<file path="src/rtl/button_pkg.sv">
// Shared types and helpers for the push-button conditioner.
// Provides the button FSM state encoding and a constant-safe clog2.
package button_pkg;

    typedef enum logic [1:0] {
        IDLE    = 2'd0,
        PRESSED = 2'd1,
        HELD    = 2'd2
    } btn_state_t;

    // Bits needed to hold values 0..value-1; never less than 1.
    function automatic int clog2(input int unsigned value);
        int unsigned v;
        int          r;
        v = (value > 0) ? value - 1 : 0;
        r = 0;
        while (v > 0) begin
            r = r + 1;
            v = v >> 1;
        end
        return (r < 1) ? 1 : r;
    endfunction

endpackage

</file>
<file path="src/rtl/sync_debounce.sv">
// Two-flop synchronizer plus debounce counter for an active-low switch.
// Ports: clk, rst (sync, active-high), din_n (raw async), stable_n (debounced).
module sync_debounce
    import button_pkg::*;
#(
    parameter int DEBOUNCE_CYCLES = 270000
) (
    input  logic clk,
    input  logic rst,
    input  logic din_n,
    output logic stable_n
);

    localparam int CW = clog2(DEBOUNCE_CYCLES);
    localparam logic [CW-1:0] CNT_LAST = CW'(DEBOUNCE_CYCLES - 1);

    logic          r_sync1_n;
    logic          r_sync2_n;
    logic          r_stable_n;
    logic [CW-1:0] r_cnt;

    always_ff @(posedge clk) begin
        if (rst) begin
            r_sync1_n  <= 1'b1;
            r_sync2_n  <= 1'b1;
            r_stable_n <= 1'b1;
            r_cnt      <= '0;
        end else begin
            r_sync1_n <= din_n;
            r_sync2_n <= r_sync1_n;
            // Any cycle of agreement restarts the run, so short
            // glitches never reach the terminal count.
            if (r_sync2_n == r_stable_n) begin
                r_cnt <= '0;
            end else if (r_cnt == CNT_LAST) begin
                r_stable_n <= r_sync2_n;
                r_cnt      <= '0;
            end else begin
                r_cnt <= r_cnt + 1'b1;
            end
        end
    end

    assign stable_n = r_stable_n;

endmodule

</file>
<file path="src/rtl/button_conditioner.sv">
// Push-button conditioner: sync + debounce, then press/release/long-press events.
// Ports: clk, rst (sync, active-high), btn_n (raw, active-low) ->
//   pressed (debounced level), press_pulse, release_pulse, long_pulse (1-cycle).
// Build option: define AUTOREPEAT_EN to repeat long_pulse every REPEAT_CYCLES while held.
module button_conditioner
    import button_pkg::*;
#(
    parameter int DEBOUNCE_CYCLES = 270000,
    parameter int LONG_CYCLES     = 27000000,
    parameter int REPEAT_CYCLES   = 5400000
) (
    input  logic clk,
    input  logic rst,
    input  logic btn_n,
    output logic pressed,
    output logic press_pulse,
    output logic release_pulse,
    output logic long_pulse
);

    localparam int HW = clog2(LONG_CYCLES + 1);
    localparam logic [HW-1:0] HOLD_LAST = HW'(LONG_CYCLES - 1);

    if (DEBOUNCE_CYCLES < 2 || LONG_CYCLES < 2 || REPEAT_CYCLES < 1) begin : g_bad_params
        $error("button_conditioner: cycle parameters out of range");
    end

    logic          w_stable_n;
    btn_state_t    r_state;
    logic [HW-1:0] r_hold_cnt;
    logic          r_pressed;
    logic          r_press_pulse;
    logic          r_release_pulse;
    logic          r_long_pulse;

`ifdef AUTOREPEAT_EN
    localparam int RW = clog2(REPEAT_CYCLES);
    localparam logic [RW-1:0] REP_LAST = RW'(REPEAT_CYCLES - 1);
    logic [RW-1:0] r_rep_cnt;
`endif

    sync_debounce #(
        .DEBOUNCE_CYCLES(DEBOUNCE_CYCLES)
    ) u_sync_debounce (
        .clk     (clk),
        .rst     (rst),
        .din_n   (btn_n),
        .stable_n(w_stable_n)
    );

    always_ff @(posedge clk) begin
        if (rst) begin
            r_state         <= IDLE;
            r_hold_cnt      <= '0;
            r_pressed       <= 1'b0;
            r_press_pulse   <= 1'b0;
            r_release_pulse <= 1'b0;
            r_long_pulse    <= 1'b0;
`ifdef AUTOREPEAT_EN
            r_rep_cnt       <= '0;
`endif
        end else begin
            r_press_pulse   <= 1'b0;
            r_release_pulse <= 1'b0;
            r_long_pulse    <= 1'b0;
            r_pressed       <= ~w_stable_n;
            unique case (r_state)
                IDLE: begin
                    if (!w_stable_n) begin
                        r_state       <= PRESSED;
                        r_press_pulse <= 1'b1;
                        r_hold_cnt    <= '0;
                    end
                end
                PRESSED: begin
                    // Release is tested first so it wins over the long event.
                    if (w_stable_n) begin
                        r_state         <= IDLE;
                        r_release_pulse <= 1'b1;
                    end else if (r_hold_cnt == HOLD_LAST) begin
                        r_state      <= HELD;
                        r_long_pulse <= 1'b1;
                        // Parks at LONG_CYCLES and stays there while HELD.
                        r_hold_cnt   <= r_hold_cnt + 1'b1;
`ifdef AUTOREPEAT_EN
                        r_rep_cnt    <= '0;
`endif
                    end else begin
                        r_hold_cnt <= r_hold_cnt + 1'b1;
                    end
                end
                HELD: begin
                    if (w_stable_n) begin
                        r_state         <= IDLE;
                        r_release_pulse <= 1'b1;
                    end
`ifdef AUTOREPEAT_EN
                    else if (r_rep_cnt == REP_LAST) begin
                        r_long_pulse <= 1'b1;
                        r_rep_cnt    <= '0;
                    end else begin
                        r_rep_cnt <= r_rep_cnt + 1'b1;
                    end
`endif
                end
                default: r_state <= IDLE;
            endcase
        end
    end

    assign pressed       = r_pressed;
    assign press_pulse   = r_press_pulse;
    assign release_pulse = r_release_pulse;
    assign long_pulse    = r_long_pulse;

endmodule
</file>
<file path="config.mk">
export PLATFORM = sky130hd
export DESIGN_NAME = button_conditioner
export DESIGN_NICKNAME = d
export VERILOG_FILES = /design/src/rtl/button_pkg.sv /design/src/rtl/sync_debounce.sv /design/src/rtl/button_conditioner.sv
export SDC_FILE = /design/constraint.sdc
export NUM_CORES = 1
export LEC_CHECK = 0
export BUFFER_PORTS_ARGS = -buffer_cell sky130_fd_sc_hd__buf_2
export CORE_MARGIN = 2
export CORE_UTILIZATION = 55
export DETAILED_ROUTE_END_ITERATION = 16
export PLACE_DENSITY = 0.74
export SYNTH_ARGS = -nofsm -noshare
export SYNTH_HDL_FRONTEND = slang
export SYNTH_HIERARCHICAL = 1
export SYNTH_SLANG_ARGS = --single-unit
</file>
<file path="constraint.sdc">
create_clock -name clk -period 1.9 [get_ports clk]
set_clock_uncertainty 0.15 [all_clocks]
set_input_delay 0.19 -clock clk [delete_from_list [all_inputs] [get_ports clk]]
set_output_delay 0.19 -clock clk [all_outputs]
set_load 0.005 [all_outputs]
</file>
# Word level (Yosys, flattened, before mapping)
# Index checks and enable logic that the tools add are counted.
# word_totals
register_bits	53
inputBits	3
out_inout_bits	4
elab_cells	47
# op_classes
add_sub_neg	2
n_eq_ne	9
n_mux	11
bitwise_logic	5
reduce_logical	10
# op_table
op	n
$mux 25	2
$pmux 25 s2	1
$add 25x1->25 const B	1
$eq 25x25->1 const B	1
$add 19x1->19 const B	1
$eq 19x19->1 const B	1
$mux 2	4
$pmux 2 s3	1
$reduce_and 3->1	2
$reduce_or 2->1	3
$reduce_or 3->1	2
$not 1->1	5
$ne 2x2->1 const B	2
$mux 1	3
$ne 3x2->1 const B	1
$eq 2x1->1 const B	1
$eq 2x2->1 const B	1
$logic_not 2->1	1
$ne 2x1->1 const B	1
$reduce_and 2->1	1
$reduce_bool 2->1	1
$eq 1x1->1	1

# Longest topological paths before layout
# Gate-level depths: netlist (run 1).
# logic_depth
depth_word	4
mapped_depth	8
mapped_depth_nobuf	6

# By module
# The synthesis (run 1) kept the hierarchy.
# modules_own_cells
module	instances	cells_each	area_per_inst_um2	seq_area_each_um2
button_conditioner	1	195	1696.6	620.6
sync_debounce	1	107	975.9	440.4

# Least setup slack after synthesis (run 1)
# No wires, ideal clock.
# synth_timing
path_type	register to register
start	reg u_sync_debounce.r_cnt[0]
end	reg u_sync_debounce.r_cnt[18]
setup_time_ps	70
arrival_ps	1716
required_time_ps	1680
path_slack_ps	-36
path_stages_with_launch	6
path_buffers	0
synth_period_minus_slack_ps	1936
path_cell_list	dfxtp_1 > ha_1 > nand4_4 > or4_4 > or3_1 > a21oi_1
# synth_via
elab_chain_cells	2
elab_cells_between_ends	3
classes_between	add/sub (1); eq/ne (1); reduce/logical (1)
# synth_lines
item	line	source
start: declaration	sync_debounce.sv:20	logic [CW-1:0] r_cnt;
start signal: assignment	sync_debounce.sv:39	r_cnt <= r_cnt + 1'b1;
parallel branches: the longest is 2 deep, another holds $add 19x1->19	--	
# Parallel ways; which one is timed is not known.
# A chain may end at the register's enable or synchronous reset.

# Worst setup path after layout (run 1)
# layout_timing
start	reg r_state[1]
end	reg r_hold_cnt[21]
# layout_via
elab_chain_cells	3
elab_cells_between_ends	7
classes_between	eq/ne (3); mux (1); reduce/logical (3)
# layout_lines
item	line	source
start: declaration	button_conditioner.sv:29	btn_state_t r_state;
start signal: assignment	button_conditioner.sv:53	r_state <= IDLE;
start signal: assignment	button_conditioner.sv:70	r_state <= PRESSED;
start signal: assignment	button_conditioner.sv:78	r_state <= IDLE;
$eq 2x1->1 or $logic_not 2->1 (tied branches)	button_conditioner.sv:67	unique case (r_state)
$ne 2x2->1 (no line) or $reduce_bool 2->1 (tied branches)	--	
$reduce_and 3->1 (no line)	--	
end signal: assignment	button_conditioner.sv:84	r_hold_cnt <= r_hold_cnt + 1'b1;
end signal: assignment	button_conditioner.sv:89	r_hold_cnt <= r_hold_cnt + 1'b1;
end: declaration	button_conditioner.sv:30	logic [HW-1:0] r_hold_cnt;
# Parallel ways exist; a longest one is shown, timed or not.

==> results of run 1 <==
-- state kept, by name, indices dropped and copies added (netlist names) --
name and cells:
u_sync_debounce/r_sync1_n 1, r_hold_cnt 25, u_sync_debounce/r_cnt 19, press_pulse 1, r_state 2, long_pulse 1, pressed 1, u_sync_debounce/stable_n 1
u_sync_debounce/r_sync2_n 1, release_pulse 1
-- Yosys cell counts, types with 2 or more instances --
cell type and number:
nand4_4 3, nor4_1 8, o211ai_1 3, nor2_1 38
a31o_2 2, buf_2 2, mux2_2 7, a22oi_1 2
nor3b_1 2, mux2i_1 8, nor2b_1 2, o311ai_0 2
nor3_1 9, clkbuf_1 6, nand2_1 23, or2_2 10
nand2_2 2, a21boi_0 2, nor4_2 2, xnor2_1 14
dfxtp_1 53, nand3_1 14, and2_1 2, a21oi_1 11
nor4b_1 4, or4_1 3, and4_1 3, ha_1 5
buf_4 2, or3_1 2, xor2_1 2, nand4_1 11
and3_1 8, o21ai_0 4, nand2b_1 2, inv_1 11
-- final cells by class --
cell class / count / area, um^2 / share of cell area
Timing Repair Buffer: 30 / 229 / 0.0722
Clock inverter: 2 / 35.0 / 0.0111
Tap cell: 54 / 67.6 / 0.0213
Sequential cell: 53 / 1070 / 0.338
Inverter: 11 / 41.3 / 0.0130
Multi-Input combinational cell: 228 / 1660 / 0.523
Clock buffer: 5 / 68.8 / 0.0217
-- metal layers --
metal  part of all wire  vias to the layer above
met4              0.014                        0
met5                  0                        -
met3              0.036                       11
met2               0.48                       58
li1                   -                     1140
met1               0.47                     1078
-- worst max-delay path: cells and delay by family (launching register included) --
| kind | cells | cell delay [ns] |
|---|---|---|
| flops | 1 | 0.34 |
| fa+ha+maj | 1 | 0.13 |
| simple gates | 3 | 0.76 |
| buf+inv | 1 | 0.08 |
| mux | 1 | 0.32 |
-- what timing repair did --
item	CTS	global route
setup buffers	0	4
gates resized for setup	4	27
hold endpoints to repair	1	0
pin swaps	0	8
hold buffers	1	0
setup endpoints to repair	3	15
-- cells by family (layout without fill, tap and decap cells) --
| group | count (synthesis) | after routing | synth area share |
|---|---|---|---|
| buffers and inverters | 21 | 48 | 0.0332 |
| AO/OA/AOI/OAI | 34 | 34 | 0.0866 |
| adder cells (fa/ha/maj) | 5 | 5 | 0.0234 |
| flip-flops | 53 | 53 | 0.397 |
| XOR/XNOR | 16 | 16 | 0.0524 |
| AND/OR/NAND/NOR | 158 | 158 | 0.348 |
| multiplexers | 15 | 15 | 0.0595 |
-- worst max-delay path by stage --
stage | to | start | slack (ns)
final | r_hold_cnt[21]$_SDFFE_PP0P_ | r_state[1]$_SDFFE_PP0P_ | 0.01
after global routing | r_hold_cnt[21]$_SDFFE_PP0P_ | r_state[1]$_SDFFE_PP0P_ | -0.08
after CTS | u_sync_debounce/r_cnt[18]$_SDFF_PP0_ | u_sync_debounce/r_cnt[1]$_SDFF_PP0_ | 0.007
after detailed placement | u_sync_debounce/r_cnt[18]$_SDFF_PP0_ | u_sync_debounce/r_cnt[1]$_SDFF_PP0_ | -0.01
after global placement | u_sync_debounce/r_cnt[18]$_SDFF_PP0_ | u_sync_debounce/r_cnt[1]$_SDFF_PP0_ | 0.05
after floorplan | r_hold_cnt[21]$_SDFFE_PP0P_ | r_state[1]$_SDFFE_PP0P_ | 0.0001
-- power breakdown --
group | switching [mW] | internal, mW
registers | 0.00742 | 1.12
logic | 0.0584 | 0.0435
clock network | 0.366 | 0.384
total | 0.432 | 1.55
-- per-stage QoR --
step | cells | instance area, um^2
finish | 383 | 3170
global route | 383 | 3170
CTS | 379 | 3000
detailed placement | 371 | 2880
global placement | 371 | 2880
floorplan | 302 | 2690
==> flow_summary.yaml, run 1 <==
status:
  status: "complete, no violations"
detailed_routing:
  drt_iter0_markers: 189
  drt-total-wl_um: 5790
  drc: 0
  first_pass_iters: 5
  vias: 2287
  ant_nets: 0
  vias_per_cell: 5.97
  wl_per_cell_um: 15.1
timing:
  setup_slack_ns: 0.0116
  min_period_ns: 1.89
  setup-violations-final: 0
  tns_ns: 0
  fin_crit_sh: 0.994
  relSlewSlack: 0.610
  hold_ws_ns: 0.0840
  hold_viol: 0
  clock.fmax_mhz: 530
  rsz0062_at_grt: "yes"
  worst_slew_pin_slew_ns: 0.583
  finalMaxSlewViolations: 0
yosys:
  synth_area_leaders: "dfxtp_1 40%, nor2_1 5.3%, xnor2_1 4.6%, nand2_1 3.2%, mux2i_1 3.0%"
  synthArstFlopShare: 0
  syn_area_um2: 2670
  ys_seq_area_frac: 0.397
  ys_warn_count: 6
  synth_top_area_cell: "dfxtp_1"
  synth_edf_count: 0
  synthCells: 302
  synth_top_flop_cell: "dfxtp_1"
  synth_nets: 310
  synth-seq-cells: 53
  yosysTopAreaCellShare: 0.397
  avgSynthCellArea_um2: 8.85
  synth.distinct_cells: 54
setup_path:
  worstSetupPathType: "flop to flop"
  path_cells: "inv_2 -> ha_4 -> and3b_2 -> nand4_4 -> nor4_4 -> mux2_4"
  startpoint_type: "flop"
  worstPathArrival_ns: 1.94
  setup.worst_path.end_class: "flop"
  slowest_delay_ns: 0.34
  slowest_stage: "dfxtp_2"
  rr_endpoint: "r_hold_cnt[21]$_SDFFE_PP0P_"
  path_max_fanout: 5
  r2r_start: "r_state[1]$_SDFFE_PP0P_"
  r2r_cells: 6
  crit_required_ns: 1.95
  rrSetupSlack_ns: 0.01
clock_tree:
  path_clk_slew_ns: 0.10
  root_buffer: "clkbuf_8"
  cts_sinks: 53
  cts_tree: "built"
  insertion_delay_ns: 0.31
  cts_max_level: 2
  cts_buffers: 5
  cts.path.max_buffers: 2
finish:
  area_delta_synth_final_pct: 18.6
  final_nets: 337
  most-common-layout-cells: "45 x dfxtp_1, 38 x nor2_1, 23 x nand2_1"
  drive_above_1_share: 0.274
  n_antenna_cell: 0
  final_common_cell: "dfxtp_1"
  fillers: 380
  fin_util: 0.675
die:
  core_um2: 4690
  die_x_um: 73.7
  num_rows: 25
  boundaryPins: 7
  die_y_um: 73.7
  die_area_um2: 5430
  start_util: 0.570
job:
  maxCapViolCount: 0
hold_path:
  hold_start: "rst"
  hold_path_depth: 2
  min_path_type: "primary input to flop"
  min_to: "r_hold_cnt[0]$_SDFFE_PP0P_"
grt:
  grt_use_met1: 0.293
  grt_util_met2: 0.350
  top_usage_layer: "met2"
  grt_pass1_vias: 2018
  grt_max_degree: 21
  grt_pass1_wl_um: 9230
  grt-ovfl-total: 0
  grt_use_met3: 0.0384
  track_usage: 0.218
  antenna_found_initial: 0
placed_design:
  port_buffers: 6
  pre_cts_ws_ns: -0.0124
  gp_congestion: 0.808
  hpwl_um: 3960
power:
  p_leak_nw: 1.17
  power-per-cell-area_nw_per_um2: 624
  total_power_mw: 1.98
  peakVddDrop_uv: 406
No activity file was read; power rests on OpenSTA's default activity.
==> inputs of run 2 (changes only) <==
--- a/config.mk
+++ b/config.mk
@@ -5,11 +5,13 @@
 export SDC_FILE = /design/constraint.sdc
 export NUM_CORES = 1
 export LEC_CHECK = 0
+export ABC_AREA = 1
 export BUFFER_PORTS_ARGS = -buffer_cell sky130_fd_sc_hd__buf_2
 export CORE_MARGIN = 2
-export CORE_UTILIZATION = 55
+export CORE_UTILIZATION = 56
 export DETAILED_ROUTE_END_ITERATION = 16
-export PLACE_DENSITY = 0.74
+export PLACE_DENSITY = 0.75
+export SETUP_SLACK_MARGIN = 0.05
 export SYNTH_ARGS = -nofsm -noshare
 export SYNTH_HDL_FRONTEND = slang
 export SYNTH_HIERARCHICAL = 1
==> flow_summary.yaml, run 2 <==
yosys:
  synth_common_cells: "110 x nand2_1, 60 x nor2_1, 53 x dfxtp_1, 47 x inv_1, 22 x nand3_1"
  ys_warn_count: 6
  ys_seq_area_frac: 0.362
  synth_most_common_cell: "nand2_1"
  synthArstFlopShare: 0
  synth_top_area_cell: "dfxtp_1"
  syn_area_um2: 2930
  synth_edf_count: 0
  synth_area_leaders: "dfxtp_1 36%, nand2_1 14%, nor2_1 7.7%, nor2_4 6.1%, inv_1 6.0%"
  yosysTopAreaCellShare: 0.362
  synth_nets: 429
  synth_top_flop_cell: "dfxtp_1"
  synth-seq-cells: 53
  synthCells: 421
  synth.distinct_cells: 35
  avgSynthCellArea_um2: 6.97
detailed_routing:
  ant_nets: 0
  wl_per_cell_um: 11.3
  vias_per_cell: 5.05
  vias: 2561
  drc: 0
  first_pass_iters: 4
  drt_iter0_markers: 142
  drt-total-wl_um: 5730
grt:
  track_usage: 0.209
  antenna_found_initial: 0
  grt-ovfl-total: 0
  grt_max_degree: 24
  grt_pass1_vias: 2335
  grt_pass1_wl_um: 10100
die:
  die_x_um: 76.4
  die_y_um: 76.4
  die_area_um2: 5830
  core_um2: 5070
  boundaryPins: 7
  num_rows: 26
  start_util: 0.578
placed_design:
  port_buffers: 6
  hpwl_um: 4390
  gp_congestion: 0.932
finish:
  largest_reg_flops: 25
  regArea_um2: 1060
  fillers: 474
  largestRegisters: "r_hold_cnt: 25 flops, u_sync_debounce/r_cnt: 19 flops, r_state: 2 flops"
  top_register: "r_hold_cnt"
  multi_input_area_um2: 1620
  n_antenna_cell: 0
  drive_above_1_share: 0.165
  final_nets: 444
  area_delta_synth_final_pct: 7.93
  most-common-layout-cells: "110 x nand2_1, 59 x nor2_1, 51 x dfxtp_1"
  final_common_cell: "nand2_1"
  fin_util: 0.624
setup_path:
  critical_path.n_buffers_inverters: 3
  worstPathArrival_ns: 1.82
  crit_required_ns: 2.00
  slowest_delay_ns: 0.33
  slowest_stage: "dfxtp_1"
  startpoint_type: "flop"
  worstSetupPathType: "flop to flop"
  crit_top_cell: "nand2_1"
  crit_family: "simple AND/OR/NAND/NOR gates"
  path_max_fanout: 10
  setup.worst_path.end_class: "flop"
  path_cells: "inv_1 -> ha_2 -> nand2_4 -> inv_2 -> nand3_2 -> inv_1 -> nand2_1 -> nand2_1 -> nand2_1 -> a31oi_1"
timing:
  tns_ns: 0
  worst_slew_pin_slew_ns: 0.431
  relSlewSlack: 0.709
  finalMaxSlewViolations: 0
  rsz0062_at_grt: "yes"
  hold_viol: 0
  setup-violations-final: 0
  clock.fmax_mhz: 581
  min_period_ns: 1.72
  fin_crit_sh: 0.906
status:
  status: "complete, no violations"
job:
  maxCapViolCount: 0
clock_tree:
  root_buffer: "clkbuf_8"
  cts_max_level: 2
  insertion_delay_ns: 0.31
  cts_tree: "built"
  path_clk_slew_ns: 0.11
  cts_setup_buffers: 0
  cts_sinks: 53
  cts_buffers: 5
  cts.path.max_buffers: 2
hold_path:
  min_path_type: "primary input to flop"
power:
  peakVddDrop_uv: 385
  p_leak_nw: 1.14
  power-per-cell-area_nw_per_um2: 573
  total_power_mw: 1.82
[run 2: cell count changes after synthesis, sizes merged, moves of 8 or more]
cell / previous run / this run
and3: 9 / 1
inv: 11 / 54
mux2i: 8 / 0
nand2: 25 / 114
nand3: 15 / 28
nand4: 14 / 5
nor2: 38 / 83
nor4: 10 / 0
o21ai: 5 / 23
or2: 10 / 2
xnor2: 14 / 3
[run 2: kinds of logic (layout without fill, tap and decap cells)]
logic type                 after synthesis  in the layout  share of synthesized area
AOI/OAI and AO/OA                       45             45                     0.0853
adders and majority gates                5              5                     0.0213
buffers and inverters                   61             77                     0.0891
xor gates and xnor gates                12             12                     0.0358
DFF                                     53             53                      0.362
and+or+nand+nor                        245            245                      0.407
[run 2: worst register-to-register path, cell delays in order (launching register included)]
cell and delay [ns]:
dfxtp_1 0.33, inv_1 0.09, ha_2 0.29, nand2_4 0.10
inv_2 0.16, nand3_2 0.12, inv_1 0.11, nand2_1 0.06
nand2_1 0.07, nand2_1 0.05, a31oi_1 0.13
[run 2: metal layers]
metal	track usage	wire length, um	up-vias
li1	-	-	1351
met1	0.265	2660	1164
met2	0.350	2800	33
met3	0.0427	129	13
met4	0.0782	140	0
met5	0	0	-
[run 2: final timing paths]
path                                        startpoint                                    to  slack (ns)  cells past startpoint
setup reg to reg               r_state[1]$_SDFFE_PP0P_           r_hold_cnt[11]$_SDFFE_PP0P_        0.18                     10
hold / removal                                     rst            r_hold_cnt[3]$_SDFFE_PP0P_        0.04                      2
setup / recovery               r_state[1]$_SDFFE_PP0P_           r_hold_cnt[11]$_SDFFE_PP0P_        0.18                     10
hold reg to reg   u_sync_debounce/r_sync1_n$_SDFF_PP1_  u_sync_debounce/r_sync2_n$_SDFF_PP1_        0.27                      1
[run 2: per-stage QoR]
step                hold slack, ns  std cells  setup slack (ns)  instance area, um^2
floorplan                    0.128        421             0.248                 2930
global placement             0.223        498             0.175                 3050
global route                0.0446        507            0.0111                 3170
finish                      0.0369        507             0.178                 3170
CTS                         0.0330        507            0.0754                 3160
detailed placement           0.227        498             0.116                 3050
[run 2: timing repair]
| action | in CTS | in global routing |
|---|---|---|
| endpoints found under the hold margin | 1 | 0 |
| endpoints found under the setup margin | 0 | 14 |
| resized for setup | 0 | 5 |
| hold buffers | 1 | 0 |
[run 2: report_power, final]
group | internal [mW] | switching, mW
Clock | 0.269 | 0.402
Combinational | 0.00897 | 0.0211
Sequential | 1.11 | 0.00170
[run 2: final cells by class]
class,count,share of cell area
Clock buffer,5,0.0217
Sequential cell,53,0.336
Inverter,55,0.0672
Multi-Input combinational cell,307,0.510
Clock inverter,3,0.00790
Tap cell,70,0.0277
Timing Repair Buffer,14,0.0292
==> inputs of run 3 (changes only) <==
--- a/config.mk
+++ b/config.mk
@@ -8,9 +8,9 @@
 export ABC_AREA = 1
 export BUFFER_PORTS_ARGS = -buffer_cell sky130_fd_sc_hd__buf_2
 export CORE_MARGIN = 2
-export CORE_UTILIZATION = 56
+export CORE_UTILIZATION = 62
 export DETAILED_ROUTE_END_ITERATION = 16
-export PLACE_DENSITY = 0.75
+export PLACE_DENSITY = 0.79
 export SETUP_SLACK_MARGIN = 0.05
 export SYNTH_ARGS = -nofsm -noshare
 export SYNTH_HDL_FRONTEND = slang
==> constraint.sdc (replaced) <==
create_clock -name clk -period 1.8 [get_ports clk]
set_clock_uncertainty 0.15 [all_clocks]
set_input_delay 0.18 -clock clk [delete_from_list [all_inputs] [get_ports clk]]
set_output_delay 0.18 -clock clk [all_outputs]
set_load 0.005 [all_outputs]
==> flow_summary.yaml, run 3 (same netlist as run 2, synthesis figures left out) <==
die:
  start_util: 0.634
  boundaryPins: 7
  die_y_um: 72.8
  num_rows: 25
  die_x_um: 72.8
  die_area_um2: 5300
  core_um2: 4630
timing:
  hold_ws_ns: 0.0409
  fin_crit_sh: 0.903
  worst_slew_pin_slew_ns: 0.442
  setup-violations-final: 0
  hold_viol: 0
  rsz0062_at_grt: "no"
  finalMaxSlewViolations: 0
  clock.fmax_mhz: 615
  min_period_ns: 1.63
  setup_slack_ns: 0.174
  relSlewSlack: 0.702
  tns_ns: 0
placed_design:
  port_buffers: 6
  hpwl_um: 4400
  gp_congestion: 0.910
  dpl-instance-area_um2: 3060
  pre_cts_ws_ns: 0.0544
finish:
  top_register: "r_hold_cnt"
  n_antenna_cell: 0
  final_cell_area_um2: 3210
  final_nets: 448
  area_delta_synth_final_pct: 9.30
  final_common_cell: "nand2_1"
  largestRegisters: "r_hold_cnt: 25 flops, u_sync_debounce/r_cnt: 19 flops, r_state: 2 flops"
  largest_reg_flops: 25
  most-common-layout-cells: "110 x nand2_1, 59 x nor2_1, 48 x dfxtp_1"
  drive_above_1_share: 0.186
clock_tree:
  cts.path.max_buffers: 2
  cts_buffers: 5
  root_buffer: "clkbuf_8"
  cts_max_level: 2
  cts_setup_buffers: 0
  insertion_delay_ns: 0.32
  path_clk_slew_ns: 0.10
  cts_sinks: 53
  cts_tree: "built"
setup_path:
  crit_top_cell: "nand2_1"
  worstPathArrival_ns: 1.73
  slowest_delay_ns: 0.32
  path_cells: "inv_1 -> ha_4 -> nand2_4 -> inv_2 -> nand3_2 -> inv_1 -> nand2_1 -> nand2_1 -> nand2_1 -> a31oi_1"
  crit_family: "buffers and inverters"
  worstSetupPathType: "flop to flop"
  startpoint_type: "flop"
  path_max_fanout: 6
  crit_required_ns: 1.90
  slowest_stage: "dfxtp_1"
  critical_path.n_buffers_inverters: 3
  setup.worst_path.end_class: "flop"
grt:
  grt_pass1_wl_um: 10100
  antenna_found_initial: 0
  grt_max_degree: 17
  track_usage: 0.240
  grt_pass1_vias: 2379
  grt-ovfl-total: 0
power:
  peakVddDrop_uv: 470
  power-per-cell-area_nw_per_um2: 591
  p_leak_nw: 1.15
  total_power_mw: 1.90
hold_path:
  min_path_type: "primary input to flop"
status:
  status: "complete, no violations"
detailed_routing:
  drt_iter0_markers: 210
  vias: 2557
  wl_per_cell_um: 12.1
  vias_per_cell: 5.17
  drt-total-wl_um: 5970
  drc: 0
  first_pass_iters: 4
  ant_nets: 0
job:
  maxCapViolCount: 0
[run 3: final timing paths]
check | startpoint | to | slack [ns] | depth (start not counted)
min reg2reg | u_sync_debounce/r_sync1_n$_SDFF_PP1_ | u_sync_debounce/r_sync2_n$_SDFF_PP1_ | 0.28 | 1
max | r_state[1]$_SDFFE_PP0P_ | r_hold_cnt[11]$_SDFFE_PP0P_ | 0.17 | 10
max reg2reg | r_state[1]$_SDFFE_PP0P_ | r_hold_cnt[11]$_SDFFE_PP0P_ | 0.17 | 10
min | rst | r_hold_cnt[3]$_SDFFE_PP0P_ | 0.04 | 2
[run 3: routing by layer]
| metal | vias up | global-route usage | routed length [um] |
|---|---|---|---|
| met1 | 1142 | 0.285 | 2680 |
| li1 | 1360 | - | - |
| met2 | 43 | 0.435 | 2980 |
| met5 | - | 0 | 0 |
| met4 | 0 | 0.0679 | 95 |
| met3 | 12 | 0.0497 | 214 |
[run 3: area by class of cell]
cell class / count / area, um^2
Timing Repair Buffer: 18 / 123
Multi-Input combinational cell: 307 / 1650
Tap cell: 54 / 67.6
Sequential cell: 53 / 1070
Clock inverter: 2 / 15.0
Clock buffer: 6 / 72.6
Inverter: 55 / 213
Fill cell: 397 / 1420
[run 3: repair_timing]
item	4_1_cts	5_1_grt
hold endpoints to repair	1	0
pin swaps	0	1
resized for setup	1	15
setup endpoints to repair	2	18
hold buffers	1	0
[run 3: through the flow]
step,std cells,utilization
after floorplan,421,-
after global placement,486,0.662
after detailed placement,486,0.662
after CTS,495,0.683
after global routing,495,0.693
final,495,0.693
[run 3: report_power, final]
| part | leakage [nW] | switching (mW) | internal, mW |
|---|---|---|---|
| Sequential | 0.430 | 0.00133 | 1.17 |
| Clock | 0.0374 | 0.408 | 0.275 |
| Combinational | 0.686 | 0.0244 | 0.0123 |
